File: src/rtl/matrix_mul_pkg.sv
// Shared types and sizing helpers for the sequential matrix multiplier controller.
package matrix_mul_pkg;

    // Controller phases: buffer the operands, run one MAC per cycle, present one result.
    typedef enum logic [1:0] {
        StLoad    = 2'd0,
        StCompute = 2'd1,
        StOut     = 2'd2
    } state_e;

    // Number of A elements (HEIGHT_A rows of WIDTH).
    function automatic int unsigned calc_n_a(input int unsigned height_a,
                                             input int unsigned width);
        return height_a * width;
    endfunction

    // Number of B elements (WIDTH rows of WIDTH_B).
    function automatic int unsigned calc_n_b(input int unsigned width,
                                             input int unsigned width_b);
        return width * width_b;
    endfunction

    // Bits needed to count 0..n-1, never less than one.
    function automatic int unsigned cnt_width(input int unsigned n);
        return (n <= 2) ? 1 : $clog2(n);
    endfunction

endpackage

File: src/rtl/mac_seq_unit.sv
// Single multiply-accumulate stage shared by all result elements.
// Build option MATRIX_MUL_SEQ_CTRL_SAT_EN: saturate the running sum at 2^(2*BITS)-1
// instead of wrapping.
module mac_seq_unit
    import matrix_mul_pkg::*;
#(
    parameter int unsigned BITS = 4
) (
    input  logic                clk,
    input  logic                reset,
    input  logic                en,
    input  logic                first,
    input  logic [BITS-1:0]     a,
    input  logic [BITS-1:0]     b,
    output logic [2*BITS-1:0]   acc
);

    localparam int unsigned AW = 2 * BITS;

    logic [AW-1:0] prod;
    logic [AW-1:0] base;
    logic [AW-1:0] acc_d;
`ifdef MATRIX_MUL_SEQ_CTRL_SAT_EN
    logic [AW:0]   sum;
`endif

    // Next accumulator value: restart on the first term of a dot product.
    always_comb begin
        prod = AW'(a) * AW'(b);
        base = first ? '0 : acc;
`ifdef MATRIX_MUL_SEQ_CTRL_SAT_EN
        sum   = {1'b0, base} + {1'b0, prod};
        // A saturated sum plus any product carries out again, so it sticks at max.
        acc_d = sum[AW] ? {AW{1'b1}} : sum[AW-1:0];
`else
        acc_d = base + prod;
`endif
    end

    // Accumulator register, advanced only while the controller computes.
    always_ff @(posedge clk or negedge reset) begin
        if (!reset) begin
            acc <= '0;
        end else if (en) begin
            acc <= acc_d;
        end
    end

endmodule

File: src/rtl/matrix_mul_seq_ctrl.sv
// Sequencing controller computing C = A x B with one shared MAC, one result element at a time.
// Saturating accumulation is selected by MATRIX_MUL_SEQ_CTRL_SAT_EN (handled in mac_seq_unit).
module matrix_mul_seq_ctrl
    import matrix_mul_pkg::*;
#(
    parameter int unsigned BITS     = 4,
    parameter int unsigned WIDTH    = 3,
    parameter int unsigned HEIGHT_A = 2,
    parameter int unsigned WIDTH_B  = 3
) (
    input  logic                clk,
    input  logic                reset,
    input  logic                clear,
    input  logic                in_valid,
    output logic                in_ready,
    input  logic [BITS-1:0]     in_data,
    output logic                out_valid,
    input  logic                out_ready,
    output logic [2*BITS-1:0]   out_data,
    output logic                out_last,
    output logic                busy
);

    localparam int unsigned NA = calc_n_a(HEIGHT_A, WIDTH);
    localparam int unsigned NB = calc_n_b(WIDTH, WIDTH_B);
    localparam int unsigned NT = NA + NB;
    localparam int unsigned LW = cnt_width(NT);
    localparam int unsigned IW = cnt_width(HEIGHT_A);
    localparam int unsigned JW = cnt_width(WIDTH_B);
    localparam int unsigned KW = cnt_width(WIDTH);

    localparam logic [LW-1:0] LoadLast = LW'(NT - 1);
    localparam logic [IW-1:0] ILast    = IW'(HEIGHT_A - 1);
    localparam logic [JW-1:0] JLast    = JW'(WIDTH_B - 1);
    localparam logic [KW-1:0] KLast    = KW'(WIDTH - 1);

    state_e          state_q, state_d;
    logic [LW-1:0]   load_cnt_q, load_cnt_d;
    logic [IW-1:0]   i_q, i_d;
    logic [JW-1:0]   j_q, j_d;
    logic [KW-1:0]   k_q, k_d;

    // Operand buffer: A row-major in slots 0..NA-1, B row-major after it.
    logic [BITS-1:0] buf_q [NT];

    logic [LW-1:0]   a_idx;
    logic [LW-1:0]   b_idx;
    logic            load_fire;
    logic            mac_en;
    logic            mac_first;
    logic [2*BITS-1:0] acc;

    // Handshake-derived outputs; in_ready stays low while reset is asserted.
    always_comb begin
        in_ready  = (state_q == StLoad) && reset;
        out_valid = (state_q == StOut);
        busy      = (state_q != StLoad);
        out_last  = out_valid && (i_q == ILast) && (j_q == JLast);
        out_data  = out_valid ? acc : '0;
        load_fire = in_valid && in_ready && !clear;
        mac_en    = (state_q == StCompute) && !clear;
        mac_first = (k_q == '0);
        a_idx     = LW'(i_q) * LW'(WIDTH) + LW'(k_q);
        b_idx     = LW'(NA) + LW'(k_q) * LW'(WIDTH_B) + LW'(j_q);
    end

    // Operand storage; deliberately not reset since every load overwrites it fully.
    always_ff @(posedge clk) begin
        if (load_fire) begin
            buf_q[load_cnt_q] <= in_data;
        end
    end

    // Next-state and counter sequencing; clear overrides any handshake.
    always_comb begin
        state_d    = state_q;
        load_cnt_d = load_cnt_q;
        i_d        = i_q;
        j_d        = j_q;
        k_d        = k_q;
        if (clear) begin
            state_d    = StLoad;
            load_cnt_d = '0;
            i_d        = '0;
            j_d        = '0;
            k_d        = '0;
        end else begin
            unique case (state_q)
                StLoad: begin
                    if (load_fire) begin
                        if (load_cnt_q == LoadLast) begin
                            load_cnt_d = '0;
                            state_d    = StCompute;
                            i_d        = '0;
                            j_d        = '0;
                            k_d        = '0;
                        end else begin
                            load_cnt_d = load_cnt_q + 1'b1;
                        end
                    end
                end
                StCompute: begin
                    if (k_q == KLast) begin
                        k_d     = '0;
                        state_d = StOut;
                    end else begin
                        k_d = k_q + 1'b1;
                    end
                end
                StOut: begin
                    if (out_ready) begin
                        if (out_last) begin
                            state_d = StLoad;
                            i_d     = '0;
                            j_d     = '0;
                        end else begin
                            state_d = StCompute;
                            if (j_q == JLast) begin
                                j_d = '0;
                                i_d = i_q + 1'b1;
                            end else begin
                                j_d = j_q + 1'b1;
                            end
                        end
                    end
                end
                default: begin
                    state_d = StLoad;
                end
            endcase
        end
    end

    // State and counter registers.
    always_ff @(posedge clk or negedge reset) begin
        if (!reset) begin
            state_q    <= StLoad;
            load_cnt_q <= '0;
            i_q        <= '0;
            j_q        <= '0;
            k_q        <= '0;
        end else begin
            state_q    <= state_d;
            load_cnt_q <= load_cnt_d;
            i_q        <= i_d;
            j_q        <= j_d;
            k_q        <= k_d;
        end
    end

    mac_seq_unit #(
        .BITS (BITS)
    ) u_mac (
        .clk   (clk),
        .reset (reset),
        .en    (mac_en),
        .first (mac_first),
        .a     (buf_q[a_idx]),
        .b     (buf_q[b_idx]),
        .acc   (acc)
    );

endmodule

File: config.mk
export PLATFORM = sky130hd
export DESIGN_NAME = matrix_mul_seq_ctrl
export DESIGN_NICKNAME = d
export VERILOG_FILES = /design/src/rtl/matrix_mul_pkg.sv /design/src/rtl/mac_seq_unit.sv /design/src/rtl/matrix_mul_seq_ctrl.sv
export SDC_FILE = /design/constraint.sdc
export NUM_CORES = 1
export LEC_CHECK = 0
export CORE_MARGIN = 2
export CORE_UTILIZATION = 45
export DETAILED_ROUTE_END_ITERATION = 10
export GPL_ROUTABILITY_DRIVEN = 0
export PLACE_DENSITY = 0.74
export SYNTH_ARGS = -nofsm -noshare
export SYNTH_HDL_FRONTEND = slang
export SYNTH_SLANG_ARGS = --single-unit
File: constraint.sdc
create_clock -name clk -period 5.86 [get_ports clk]
set_input_delay 0.879 -clock clk [delete_from_list [all_inputs] [get_ports clk]]
set_output_delay 0.879 -clock clk [all_outputs]
set_load 0.02 [all_outputs]
=== Word-level counts from Yosys, hierarchy flattened ===
Memory sizes are Yosys's and may differ from the RTL's.
Index checks and enable logic that the tools add are counted.

* RAM bits: 60
* Register bits after elaboration: 19
* Output and inout port bits: 12
* Input port bits: 9
* Logic and storage cells: 79
* Memories: 1

* $add $sub $neg: 8
* Muxes and demuxes: 32
* $mul: 3
* Reduce and logical (&&, ||, !) cells: 19
* Eq/ne operators: 10

{| class="wikitable"
|+ Memory list
! name !! words !! bits a word !! rd ports !! clocked after Yosys merged registers in !! wr ports !! RTL line !! source
|-
| buf_q || 15 || 4 || 2 || 0 || 1 || matrix_mul_seq_ctrl.sv:44 || <nowiki>logic [BITS-1:0] buf_q [NT];</nowiki>
|}

{| class="wikitable"
|+ Operators by type and width
! cell !! number
|-
| $mux W2 || 13
|-
| $mux W4 || 4
|-
| $mux W8 || 2
|-
| $mux W1 || 9
|-
| $ne A3 B2 Y1 const B || 3
|-
| $add A8 B8 Y8 || 1
|-
| $mul A4 B4 Y8 || 1
|-
| $pmux W2 S2 || 2
|-
| $reduce_and A4 Y1 || 2
|-
| $eq A2 B2 Y1 const B || 3
|-
| $logic_and A1 B1 Y1 || 6
|-
| $pmux W2 S3 || 1
|-
| $reduce_bool A2 Y1 || 3
|-
| $reduce_bool A3 Y1 || 2
|-
| $reduce_and A5 Y1 || 1
|-
| $add A2 B1 Y2 const B || 2
|-
| $add A3 B2 Y4 || 1
|-
| $add A3 B4 Y4 const A || 1
|-
| $add A4 B1 Y4 const B || 1
|-
| $add A4 B2 Y4 || 1
|-
| $eq A4 B4 Y1 const B || 1
|-
| $logic_not A2 Y1 || 2
|-
| $mul A2 B2 Y4 const B || 1
|-
| $ne A4 B2 Y1 const B || 1
|-
| other kinds (8) || 8
|}

=== Depth between registers and ports, before layout ===
Gate-level depths: netlist of the first run.

* Depth after elaboration: 7
* Mapped depth: 25
* Gate-level depth less buffers: 23

=== By module ===
Synthesis of the first run repeated with hierarchy kept, for this count alone.

* Cells, all modules: 351
* Area total of the unflattened synthesis: 4518.1 µm²

{| class="wikitable"
|+ By module, submodules not included
! module !! cells an instance !! instances !! area each (µm²)
|-
| matrix_mul_seq_ctrl || 244 || 1 || 3503.4
|-
| mac_seq_unit || 107 || 1 || 1014.7
|}

=== Worst setup path after synthesis of the first run ===
No wires, ideal clock.

* Path kind: flip-flop to flip-flop
* Start point: register j_q[0]
* End point: register u_mac.acc[7]
* Arrival: 5.391 ns
* Cell stages (with the launch flop): 23
* Setup slack: 0.341 ns
* Setup time: 0.128 ns
* Path through: dfrtp_1 > ha_1 > inv_1 > ha_1 > nor2_1 > fa_1 > xnor2_1 > buf_6 > mux4_1 > mux2i_2 > nor2_1 > a21oi_1 > fa_1 > inv_1 > fa_1 > fa_1 > ha_1 > a211oi_1 > o21bai_1 > a21oi_1 > xnor2_1 > mux2i_1 > nand3_1

* Longest elaborated chain between the ends: 4

{| class="wikitable"
|+ Ends and longest elaborated chain
! what !! RTL line !! source
|-
| start, declared || matrix_mul_seq_ctrl.sv:40 || <nowiki>logic [JW-1:0] j_q, j_d;</nowiki>
|-
| start signal, assigned || matrix_mul_seq_ctrl.sv:146 || <nowiki>j_q <= j_d;</nowiki>
|-
| $add A4 B2 Y4 || matrix_mul_seq_ctrl.sv:64 || <nowiki>b_idx = LW'(NA) + LW'(k_q) * LW'(WIDTH_B) + LW'(j_q);</nowiki>
|-
| $mem_v2 Z15 W4 || - ||
|-
| $mul A4 B4 Y8 || mac_seq_unit.sv:29 || <nowiki>prod = AW'(a) * AW'(b);</nowiki>
|-
| $add A8 B8 Y8 || mac_seq_unit.sv:36 || <nowiki>acc_d = base + prod;</nowiki>
|-
| end signal, assigned || mac_seq_unit.sv:43 || <nowiki>acc <= '0;</nowiki>
|-
| end signal, assigned || mac_seq_unit.sv:45 || <nowiki>acc <= acc_d;</nowiki>
|-
| end, declared || mac_seq_unit.sv:15 || <nowiki>output logic [2*BITS-1:0] acc</nowiki>
|}

Every way passes these cells.
A chain may end at the register's enable or synchronous reset.

=== Final worst setup path of the first run ===
* Start point: register k_q[0]
* End point: register u_mac.acc[7]

* Longest elaborated chain between the ends: 6

{| class="wikitable"
|+ Ends and longest elaborated chain
! what !! RTL line !! source
|-
| start, declared || matrix_mul_seq_ctrl.sv:41 || <nowiki>logic [KW-1:0] k_q, k_d;</nowiki>
|-
| start signal, assigned || matrix_mul_seq_ctrl.sv:147 || <nowiki>k_q <= k_d;</nowiki>
|-
| $mul A2 B2 Y4 || matrix_mul_seq_ctrl.sv:64 ||
|-
| $add A3 B4 Y4 || matrix_mul_seq_ctrl.sv:64 ||
|-
| $add A4 B2 Y4 || matrix_mul_seq_ctrl.sv:64 ||
|-
| $mem_v2 Z15 W4 || - ||
|-
| $mul A4 B4 Y8 || mac_seq_unit.sv:29 ||
|-
| $add A8 B8 Y8 * || mac_seq_unit.sv:36 ||
|}

Every way passes the cells marked *; elsewhere a longest branch is shown, timed or not.

==> metrics.md, run 1 <==
| Metric | Value |
|---|---|
| Root buffer cell | clkbuf_8 |
| All-Layer GR Usage | 17.2% |
| Setup crit end kind | flip-flop |
| Leak | 1.98 nW |
| Synth cell types | 43 |
| Finished Layout Cells | 534 |
| Commonest non-fill, non-tap cell in the layout | edfxtp_1 |
| Worst-case reg-to-reg path depth | 21 |
| Final Util | 54.3% |
| Reg2Reg Setup Slack | 0.21 ns |
| Total Wirelength | 9320 µm |
| Hold slack | slightly above 0.5 ns |
| # diodes | 0 |
| Synth Warn # | 0 |
| 1st-pass router iterations | 4 |
| M1 GR Usage | roughly 22% |
| Hold-critical path depth | 2 |
| Ys flop type | edfxtp_1 |
| Detailed-route via count | 2955 |
| Fin area | 5360 µm² |
| Placed cell count | 513 |
| Psw | 239 µW |
| Hold Crit Start | u_mac.acc[4] |
| Maximum VDD drop | 168 µV |
| Crit Path Max Fanout | 5 |
| Crit path launch type | flip-flop |
| Area of the die | 11100 µm² |
| Worst skew pair latency | 0.35 ns |
| Final setup fails | 0 |
| Global-route wire length before repair | 14700 µm |
| Detail Route Antenna Nets | 0 |
| CTS tree | built |
| Met3 usage | 4.27% |
| Slowest stage delay, CP | 0.59 ns |
| Initial antenna violation count | 0 |
| Reg2reg start | k_q[0] |
| Reg clk slew, reported paths | 0.08 ns |
| Ports | 21 |
| Syn nets | 413 |
| Status | finished clean |
| DRT iter0 DRCs | about 140 |
| Tmin final | 5.65 ns |
| RR Endpoint | u_mac.acc[7] |
| Post-CTS Hold Fix Bufs | 0 |
| Crit-path most repeated cell | fa_1 |
| Period utilisation layout | 96.3% |
| CTS H-Tree Depth | 3 |
| Post-DR vias/cell | 5.53 |
| Mapped cell area | 4620 µm² |
| Pwr dens | 209 nW/µm² |
| Post-Syn Instances | 369 |
| Slew @ Worst Pin | 0.663 ns |
| Max-cap violations | 0 |
| Final hold violation count | 0 |
| Avg WL per Cell | ~17 µm |
| Power Total | 1.12 mW |
| Buffers on Ports | 20 |
| Die height | about 110 µm |
| Comb power frac | 4.7% |
| Global route overflow | 0 |
| Worst Hold End | u_mac.acc[4] |
| Clock share of power | 39.4% |
| Crit path cell chain | ha_4, inv_1, ha_1, nor2_1, fa_2, xnor2_4, buf_12, mux4_1, a21o_2, a21oi_1, fa_1, inv_2, fa_1, fa_1, ha_4, a211oi_2, o21bai_1, a21oi_2, xnor2_2, mux2i_1, nand3_1 |
| Fin Setup TNS | 0 ns |
| GRT Max-Usage Layer | met2 |
| Yosys reg bits | ~80 |
| Async set-reset flop share out of synthesis | about 24% |
| Largest net degree at the start of global routing | 22 |
| Vias in the first global route | 2894 |
| Worst path slowest cell | fa_1 |
| Reg power frac | 55.9% |
| Slew headroom | 55.5% |
| Sw Share | 21.4% |
| Setup CP Type | reg -> reg |
| Post-synthesis sequential area ratio | just under 50% |
| DRC violations left | 0 |
| HP Class | reg -> reg |
| Maximum clock rate | 0.177 GHz |
| DP Area | 4970 µm² |
| CTS Sinks | 79 |
| Post-synth EDFFs | 60 |
| Most frequent cells in the layout | edfxtp_1, nor2_1, nand2_1, inv_1, o21ai_0 |
| Setup repair after global routing missed its margin | no |
| Starting density of the core | 46.8% |
| Post-DP HPWL | about 6600 µm |
| CTS buffer count | 9 |
| GR met2 Demand/Resource | 28.5% |
| Die Span X | 105 µm |
| Worst EP arrival | 5.88 ns |
| Final worst slack | 0.215 ns |
| Num rows | 36 |
| Clock Skew | 0.00867 ns |
| Share of cells above drive strength 1 | roughly 16% |
| Required time of the critical path | 6.09 ns |
| CTS max path bufs | 2 |
| Max Slew Vio Count | 0 |
| Synthesis-to-layout area growth | 16.1% |
| Core area | 9860 µm² |
| Pint | 878 µW |
| Setup WS pre-CTS | about 0.0084 ns |
| Mean Syn Cell Area | 12.5 µm² |
| Layout Nets | 440 |
[power groups by stage]
stage / clock [mW] / sequential (mW) / combinational (mW)
floorplan: 0 / 0.632 / 0.0304
global placement: 0 / 0.636 / 0.0488
detailed placement: 0 / 0.637 / 0.0506
CTS: 0.447 / 0.625 / 0.0510
global route: 0.470 / 0.627 / 0.0601
finish: 0.440 / 0.625 / 0.0526
[cells by family after synthesis]
| kind of cell | share of synthesized area (%) |
|---|---|
| AOI/OAI and AO/OA | 7.51 |
| muxes | 14.6 |
| buffers and inverters | 3.47 |
| adders and majority gates | 11.4 |
| DFF | 49.3 |
| xor gates and xnor gates | 2.11 |
| and+or+nand+nor | 11.5 |
[timing repair]
item | in CTS | in global routing
gates cloned | 1 | 1
resized for setup | 0 | 17
setup buffers | 1 | 2
pin swaps | 1 | 7
setup endpoints to repair | 1 | 1
[cell usage after synthesis (2+ instances only)]
cell / count / area share [%]
clkbuf_1: 11 / 0.89
mux4_2: 9 / 4.4
xnor2_1: 6 / 1.1
o21ai_0: 23 / 2.5
mux2i_1: 8 / 1.7
nor3_1: 5 / 0.54
o21bai_1: 2 / 0.33
nand3_1: 5 / 0.54
a211oi_1: 4 / 0.65
nand2_1: 33 / 2.7
nor2_1: 39 / 3.2
edfxtp_1: 60 / 39
a21oi_1: 13 / 1.4
ha_1: 23 / 6.2
dfrtp_1: 19 / 10
buf_6: 2 / 0.49
or3_1: 3 / 0.41
fa_1: 12 / 5.2
xor2_1: 2 / 0.38
mux4_1: 11 / 6.3
mux2_2: 8 / 2.0
or2_2: 2 / 0.27
a21o_1: 5 / 0.81
inv_1: 23 / 1.9
and2_1: 8 / 1.1
nor2b_1: 7 / 0.95
and2b_1: 3 / 0.49
buf_2: 2 / 0.22
a22oi_1: 2 / 0.33
nand2b_1: 6 / 0.81
[per-layer routing]
| metal | part of all wire [%] | routed length [µm] |
|---|---|---|
| met2 | 50 | 4650 |
| met5 | 0 | 0 |
| met1 | 43 | 4020 |
| met4 | 2.3 | 217 |
| met3 | 4.6 | 433 |
[critical path, delay by kind of cell (launching register included)]
family                   cells  cell delay, ns
flip-flops                   1            0.45
AND/OR/NAND/NOR              2            0.15
XOR/XNOR                     2            0.42
adder cells (fa/ha/maj)      7            2.49
AO/OA/AOI/OAI                5            0.99
buffers and inverters        3            0.28
multiplexers                 2            0.75
[registers in the layout (all words and copies together) (netlist names)]
signal,flops
j_q,2
u_mac.acc,8
k_q,2
buf_q,60
state_q,2
load_cnt_q,4
i_q,1
[how the worst max path moves through the flow]
stage          startpoint           end  slack, ns  cells past startpoint
6_report           k_q[0]  u_mac.acc[7]       0.21                     21
4_1_cts            j_q[0]  u_mac.acc[7]      0.005                     22
3_5_place_dp       j_q[0]  u_mac.acc[7]      0.008                     22
5_1_grt            k_q[0]  u_mac.acc[7]      0.005                     21
2_1_floorplan      j_q[0]  u_mac.acc[7]       0.34                     22
3_3_place_gp       j_q[0]  u_mac.acc[7]       0.18                     22
[layout make-up]
type	instances	area, µm²
Fill cell	789	4500
Clock buffer	11	131
Timing Repair Buffer	31	338
Clock inverter	5	82.6
Inverter	23	90.1
Sequential cell	79	2280
Multi-Input combinational cell	252	2270
Tap cell	133	166
(Power assumes the default switching activity.)
==> inputs of run 2 (changes only) <==
--- a/config.mk
+++ b/config.mk
@@ -9,7 +9,9 @@
 export CORE_UTILIZATION = 45
 export DETAILED_ROUTE_END_ITERATION = 10
 export GPL_ROUTABILITY_DRIVEN = 0
-export PLACE_DENSITY = 0.74
+export MAX_ROUTING_LAYER = met4
+export PLACE_DENSITY = 0.71
+export SKIP_CTS_REPAIR_TIMING = 1
 export SYNTH_ARGS = -nofsm -noshare
 export SYNTH_HDL_FRONTEND = slang
 export SYNTH_SLANG_ARGS = --single-unit
==> constraint.sdc (replaced) <==
create_clock -name clk -period 5.4 [get_ports clk]
set_input_delay 0.81 -clock clk [delete_from_list [all_inputs] [get_ports clk]]
set_output_delay 0.81 -clock clk [all_outputs]
set_load 0.02 [all_outputs]
==> run 2 against run 1 <==
  * The run now ends with negative setup slack left
  * Total power grew 5.6%
  * Count of clock-buffer cells in the layout shrank 1
  * Worst setup slack lost 0.34 ns
  * Critical endpoint unchanged
  * Largest cell class is now multi-input combinational cells
==> metrics.md, run 2 (synthesized netlist as in run 1, its figures left out) <==
| Metric | Value |
|---|---|
| Total Wirelength | 9380 µm |
| Tmin final | 5.53 ns |
| Die height | 105 µm |
| Met3 wire length | between 400 and 500 µm |
| Global-route wire length before repair | 14900 µm |
| Final Util | 55.2% |
| Reg2reg start | k_q[0] |
| Avg WL per Cell | roughly 17 µm |
| Critical Path End | u_mac.acc[7] |
| Root buffer cell | clkbuf_8 |
| Setup crit end kind | flip-flop |
| Layout Nets | ~460 |
| # diodes | 0 |
| Global route overflow | 0 |
| Leak | about 2 nW |
| Buffers on Ports | 20 |
| Detail Route Antenna Nets | 0 |
| Crit path from | k_q[0] |
| CTS max path bufs | 2 |
| Slew @ Worst Pin | 0.631 ns |
| Worst skew pair latency | 0.36 ns |
| Post-DP HPWL | 6750 µm |
| Top sig layer | met4 |
| Core area | 9860 µm² |
| Period utilisation layout | 102% |
| Largest net degree at the start of global routing | 22 |
| Top Registers | buf_q: 60 flops, u_mac.acc: 8 flops, load_cnt_q: 4 flops |
| Pwr dens | 217 nW/µm² |
| Detailed-route via count | 2994 |
| Worst EP arrival | a little under 6 ns |
| CTS Sinks | 79 |
| All-Layer GR Usage | between 15 and 20% |
| Setup repair after global routing missed its margin | yes |
| Max Slew Vio Count | 0 |
| Worst-case reg-to-reg path depth | 22 |
| Final setup fails | 1 |
| Most frequent cells in the layout | edfxtp_1, nor2_1, nand2_1, buf_4, inv_1 |
| Required time of the critical path | 5.64 ns |
| Die Span X | 105 µm |
| Crit Path Max Fanout | 5 |
| Synthesis-to-layout area growth | 18.0% |
| FF/Latch Area | 2280 µm² |
| CTS H-Tree Depth | 3 |
| 1st-pass router iterations | 4 |
| Area of the multi-input gates | 2290 µm² |
| Final worst slack | -0.129 ns |
| DRT iter0 DRCs | 198 |
| Max-cap violations | 0 |
| Maximum clock rate | between 0.15 and 0.2 GHz |
| Max reg flops | 60 |
| Post-DR vias/cell | 5.45 |
| Reg2Reg Setup Slack | -0.13 ns |
| Crit path launch type | flip-flop |
| Metal-1 WL | 4020 µm |
| Clock Skew | 0.0149 ns |
| Setup CP Type | reg -> reg |
| CTS tree | built |
| Largest reg by FF count | buf_q |
| Status | finished with violations |
| RR Endpoint | u_mac.acc[7] |
| Ports | 21 |
| Reg clk slew, reported paths | about 0.080 ns |
| Vias in the first global route | 2983 |
| DRC violations left | 0 |
| Share of cells above drive strength 1 | between 20% and 30% |
| Area of the die | 11100 µm² |
| Fin Setup TNS | -0.129 ns |
| CTS buffer count | 9 |
| Starting density of the core | 46.8% |
| Setup WS pre-CTS | -0.203 ns |
| Failing checks | negative setup slack |
| Slew headroom | 57.6% |
| Met2 WL | 4750 µm |
| Fill count | 767 |
| Initial antenna violation count | 0 |
| HP Class | reg -> reg |
| Maximum VDD drop | 160 µV |
| Commonest non-fill, non-tap cell in the layout | edfxtp_1 |
| Num rows | 36 |
| Final hold violation count | 0 |
==> run 2: changes by cell type in the layout (fill, tap and decap cells not counted), moves of 2 or more <==
cell     delta
buf_4      +16
mux4_1      -6
mux4_2      +6
a21oi_1     -3
a21oi_2     +3
o21ai_0     -3
o21ai_1     +3
ha_1        -2
ha_4        +2
==> run 2: final cells by class <==
class	count	share of cell area, %
Clock buffer	10	2.34
Clock inverter	6	1.24
Inverter	23	1.63
Multi-Input combinational cell	252	42.1
Sequential cell	79	41.8
Tap cell	133	3.05
Timing Repair Buffer	46	7.81
==> run 2: worst min-delay path by stage <==
stage                            start      endpoint  cells past startpoint  slack, ns
after floorplan           u_mac.acc[3]  u_mac.acc[3]                      2       0.46
after CTS                 u_mac.acc[3]  u_mac.acc[3]                      2       0.51
after global routing      u_mac.acc[1]  u_mac.acc[1]                      1       0.57
after global placement    u_mac.acc[3]  u_mac.acc[3]                      2       0.48
after detailed placement  u_mac.acc[3]  u_mac.acc[3]                      2       0.49
final                     u_mac.acc[3]  u_mac.acc[3]                      2       0.50
==> run 2: worst max-delay path, stage by stage (launching register included) <==
cell	delay [ns]
dfrtp_2	0.44
ha_4	0.27
inv_4	0.05
ha_4	0.12
nor2_4	0.04
fa_2	0.42
xnor2_4	0.26
clkbuf_16	0.19
mux4_2	0.50
mux2i_2	0.18
nor2_1	0.10
a21oi_2	0.13
fa_1	0.44
inv_2	0.07
fa_1	0.44
fa_1	0.60
ha_4	0.22
a211oi_2	0.18
o21bai_1	0.11
a21oi_2	0.17
xnor2_2	0.14
mux2i_1	0.23
nand3_1	0.09
==> run 2: report_power, final <==
group	internal, mW	switching, mW
registers	0.666	0.0119
logic	0.0257	0.0331
clock network	0.216	0.228
total	0.908	0.273
==> run 2: stage by stage <==
step	total power, mW	hold slack, ns	cell area (µm²)	std cells
2_1_floorplan	0.720	0.456	4640	369
6_report	1.18	0.501	5450	549
5_1_grt	1.22	0.567	5450	549
4_1_cts	1.18	0.513	5290	543
3_3_place_gp	0.746	0.481	5090	527
3_5_place_dp	0.748	0.494	5090	527
==> run 2: routing by layer <==
layer	track usage, %	up-vias
met3	4.21	14
met5	-	-
met1	22.7	1473
li1	-	1419
met2	28.6	88
met4	6.19	0
==> inputs of run 3 (changes only) <==
--- a/config.mk
+++ b/config.mk
@@ -11,7 +11,6 @@
 export GPL_ROUTABILITY_DRIVEN = 0
 export MAX_ROUTING_LAYER = met4
 export PLACE_DENSITY = 0.71
-export SKIP_CTS_REPAIR_TIMING = 1
 export SYNTH_ARGS = -nofsm -noshare
 export SYNTH_HDL_FRONTEND = slang
 export SYNTH_SLANG_ARGS = --single-unit
==> run 3 against run 2 <==
  * The flow still finishes with violations (negative setup slack)
  * Routed wire length decreased by 2.6%
  * Combinational power fell by 0.7%
  * Clock power about the same
  * Sequential share of layout area hardly changed
  * Worst setup slack better by 0.036 ns
  * Die area did not move
  * Clock skew down 0.0028 ns
  * Register-to-register slack improved by 0.04 ns
  * Cell count did not move
==> metrics.md, run 3 (synthesized netlist as in run 1, its figures left out) <==
| Metric | Value |
|---|---|
| Fin Setup TNS | -0.0928 ns |
| Die height | 105 µm |
| Root buffer cell | clkbuf_8 |
| Final setup fails | 1 |
| Post-CTS Hold Fix Bufs | 0 |
| Leak | about 2.0 nW |
| CTS max path bufs | 2 |
| Final worst slack | -0.0928 ns |
| Max Slew Vio Count | 0 |
| Area of the multi-input gates | between 2000 and 2500 µm² |
| Reg2Reg Setup Slack | -0.09 ns |
| Setup CP Type | reg -> reg |
| Crit path cell chain | ha_4, inv_4, ha_4, nor2_4, fa_2, xnor2_4, buf_12, mux4_1, a21o_2, a21oi_2, fa_1, inv_2, fa_1, fa_1, ha_4, a211oi_2, o21bai_1, a21oi_2, xnor2_2, mux2i_1, nand3_1 |
| CTS Sinks | 79 |
| Fill count | 769 |
| Crit path launch type | flip-flop |
| Largest net degree at the start of global routing | 22 |
| Worst-case reg-to-reg path depth | 21 |
| Setup WS pre-CTS | -0.203 ns |
| Reg2reg start | k_q[0] |
| Final Util | 55.2% |
| Setup crit end kind | flip-flop |
| Crit Path Max Fanout | 6 |
| Global-route wire length before repair | roughly 15000 µm |
| Required time of the critical path | about 5.6 ns |
| Hold slack | 0.504 ns |
| CTS buffer count | 9 |
| Worst skew pair latency | 0.36 ns |
| Top Registers | buf_q: 60 flops, u_mac.acc: 8 flops, load_cnt_q: 4 flops |
| Slew @ Worst Pin | 0.630 ns |
| Avg WL per Cell | 16.6 µm |
| 1st-pass router iterations | 6 |
| Max-cap violations | 0 |
| Worst path slowest cell | fa_1 |
| Area of the die | around 11000 µm² |
| Slowest stage delay, CP | 0.60 ns |
| Crit path from | k_q[0] |
| Core area | 9860 µm² |
| # diodes | 0 |
| CTS H-Tree Depth | 3 |
| Num rows | 36 |
| Synthesis-to-layout area growth | 17.9% |
| RR Endpoint | u_mac.acc[7] |
| Maximum clock rate | 0.182 GHz |
| Largest reg by FF count | buf_q |
| Initial antenna violation count | 0 |
| HP Class | reg -> reg |
| Worst Hold End | u_mac.acc[3] |
| Maximum VDD drop | 163 µV |
| Period utilisation layout | 102% |
| Commonest non-fill, non-tap cell in the layout | edfxtp_1 |
| Share of cells above drive strength 1 | 21.6% |
| CTS tree | built |
| Die Span X | ~110 µm |
| Detailed-route via count | 2960 |
| Final hold violation count | 0 |
| Pwr dens | 217 nW/µm² |
| Detail Route Antenna Nets | 0 |
| Status | finished with violations |
| Vias in the first global route | 3001 |
| Total Wirelength | 9130 µm |
| FF/Latch Area | 2280 µm² |
| Clock Skew | about 0.012 ns |
| Reg clk slew, reported paths | 0.08 ns |
| Starting density of the core | a little under half |
| Layout Nets | approximately 460 |
| Worst EP arrival | 5.73 ns |
| Buffers on Ports | 20 |
| Post-DP HPWL | 6750 µm |
| DRT iter0 DRCs | about 170 |
| Post-DR vias/cell | approximately 5.4 |
| Hold Crit Start | u_mac.acc[3] |
| Max reg flops | 60 |
| Tmin final | 5.49 ns |
| Most frequent cells in the layout | edfxtp_1, nor2_1, nand2_1, buf_4, inv_1 |
| Setup repair after global routing missed its margin | yes |
| DRC violations left | 0 |
| All-Layer GR Usage | 18.0% |
| Hold-critical path depth | 2 |
| Slew headroom | slightly below 60% |
| Ports | 21 |
| Global route overflow | 0 |
| Failing checks | negative setup slack |
-- run 3: layout make-up --
cell class / count / area share, %
inverter: 23 / 1.63
timing repair buffer: 46 / 7.81
clock buffer: 10 / 2.34
multi-input combinational: 252 / 42.1
sequential: 79 / 41.8
clock inverter: 6 / 1.24
tap: 133 / 3.06
-- run 3: repair_timing --
action | CTS | global route
endpoints found under the setup margin | 2 | 4
gates resized for setup | 4 | 28
hold endpoints to repair | 0 | 0
pin swaps | 2 | 19
gates cloned | 0 | 1
setup buffers | 2 | 3
-- run 3: metal layers --
layer | vias to the layer above | wire (µm) | GRT usage [%] | part of all wire [%]
li1 | 1419 | - | - | -
met1 | 1450 | 3960 | 22.6 | 43
met2 | 74 | 4560 | 29.0 | 50
met3 | 17 | 464 | 4.14 | 5.1
met4 | 0 | 150 | 6.00 | 1.6
met5 | - | 0 | - | 0
-- run 3: critical path, delay by kind of cell, from the launching register on --
family          cells  cell delay, ns
compound gates      5            0.88
xor+xnor            2            0.38
fa+ha+maj           7            2.50
buf+inv             3            0.28
flops               1            0.43
mux                 2            0.77
simple gates        2            0.13
-- run 3: power by group --
group	total, mW	switching, mW	internal [mW]
combinational	0.0584	0.0328	0.0256
clock	0.443	0.226	0.216
sequential	0.678	0.0119	0.666
-- run 3: worst max-delay path by stage --
stage	end	slack, ns	cells past startpoint
after floorplan	u_mac.acc[7]	0.02	22
after CTS	u_mac.acc[7]	-0.14	24
final	u_mac.acc[7]	-0.09	21
after detailed placement	u_mac.acc[7]	-0.20	22
after global routing	u_mac.acc[7]	-0.26	22
after global placement	u_mac.acc[7]	-0.07	22
-- run 3: metrics by stage --
step | power [mW] | instances | area [µm²]
finish | 1.18 | 549 | 5440
global route | 1.22 | 549 | 5440
CTS | 1.18 | 545 | 5310
detailed placement | 0.748 | 527 | 5090
global placement | 0.746 | 527 | 5090
floorplan | 0.720 | 369 | 4640
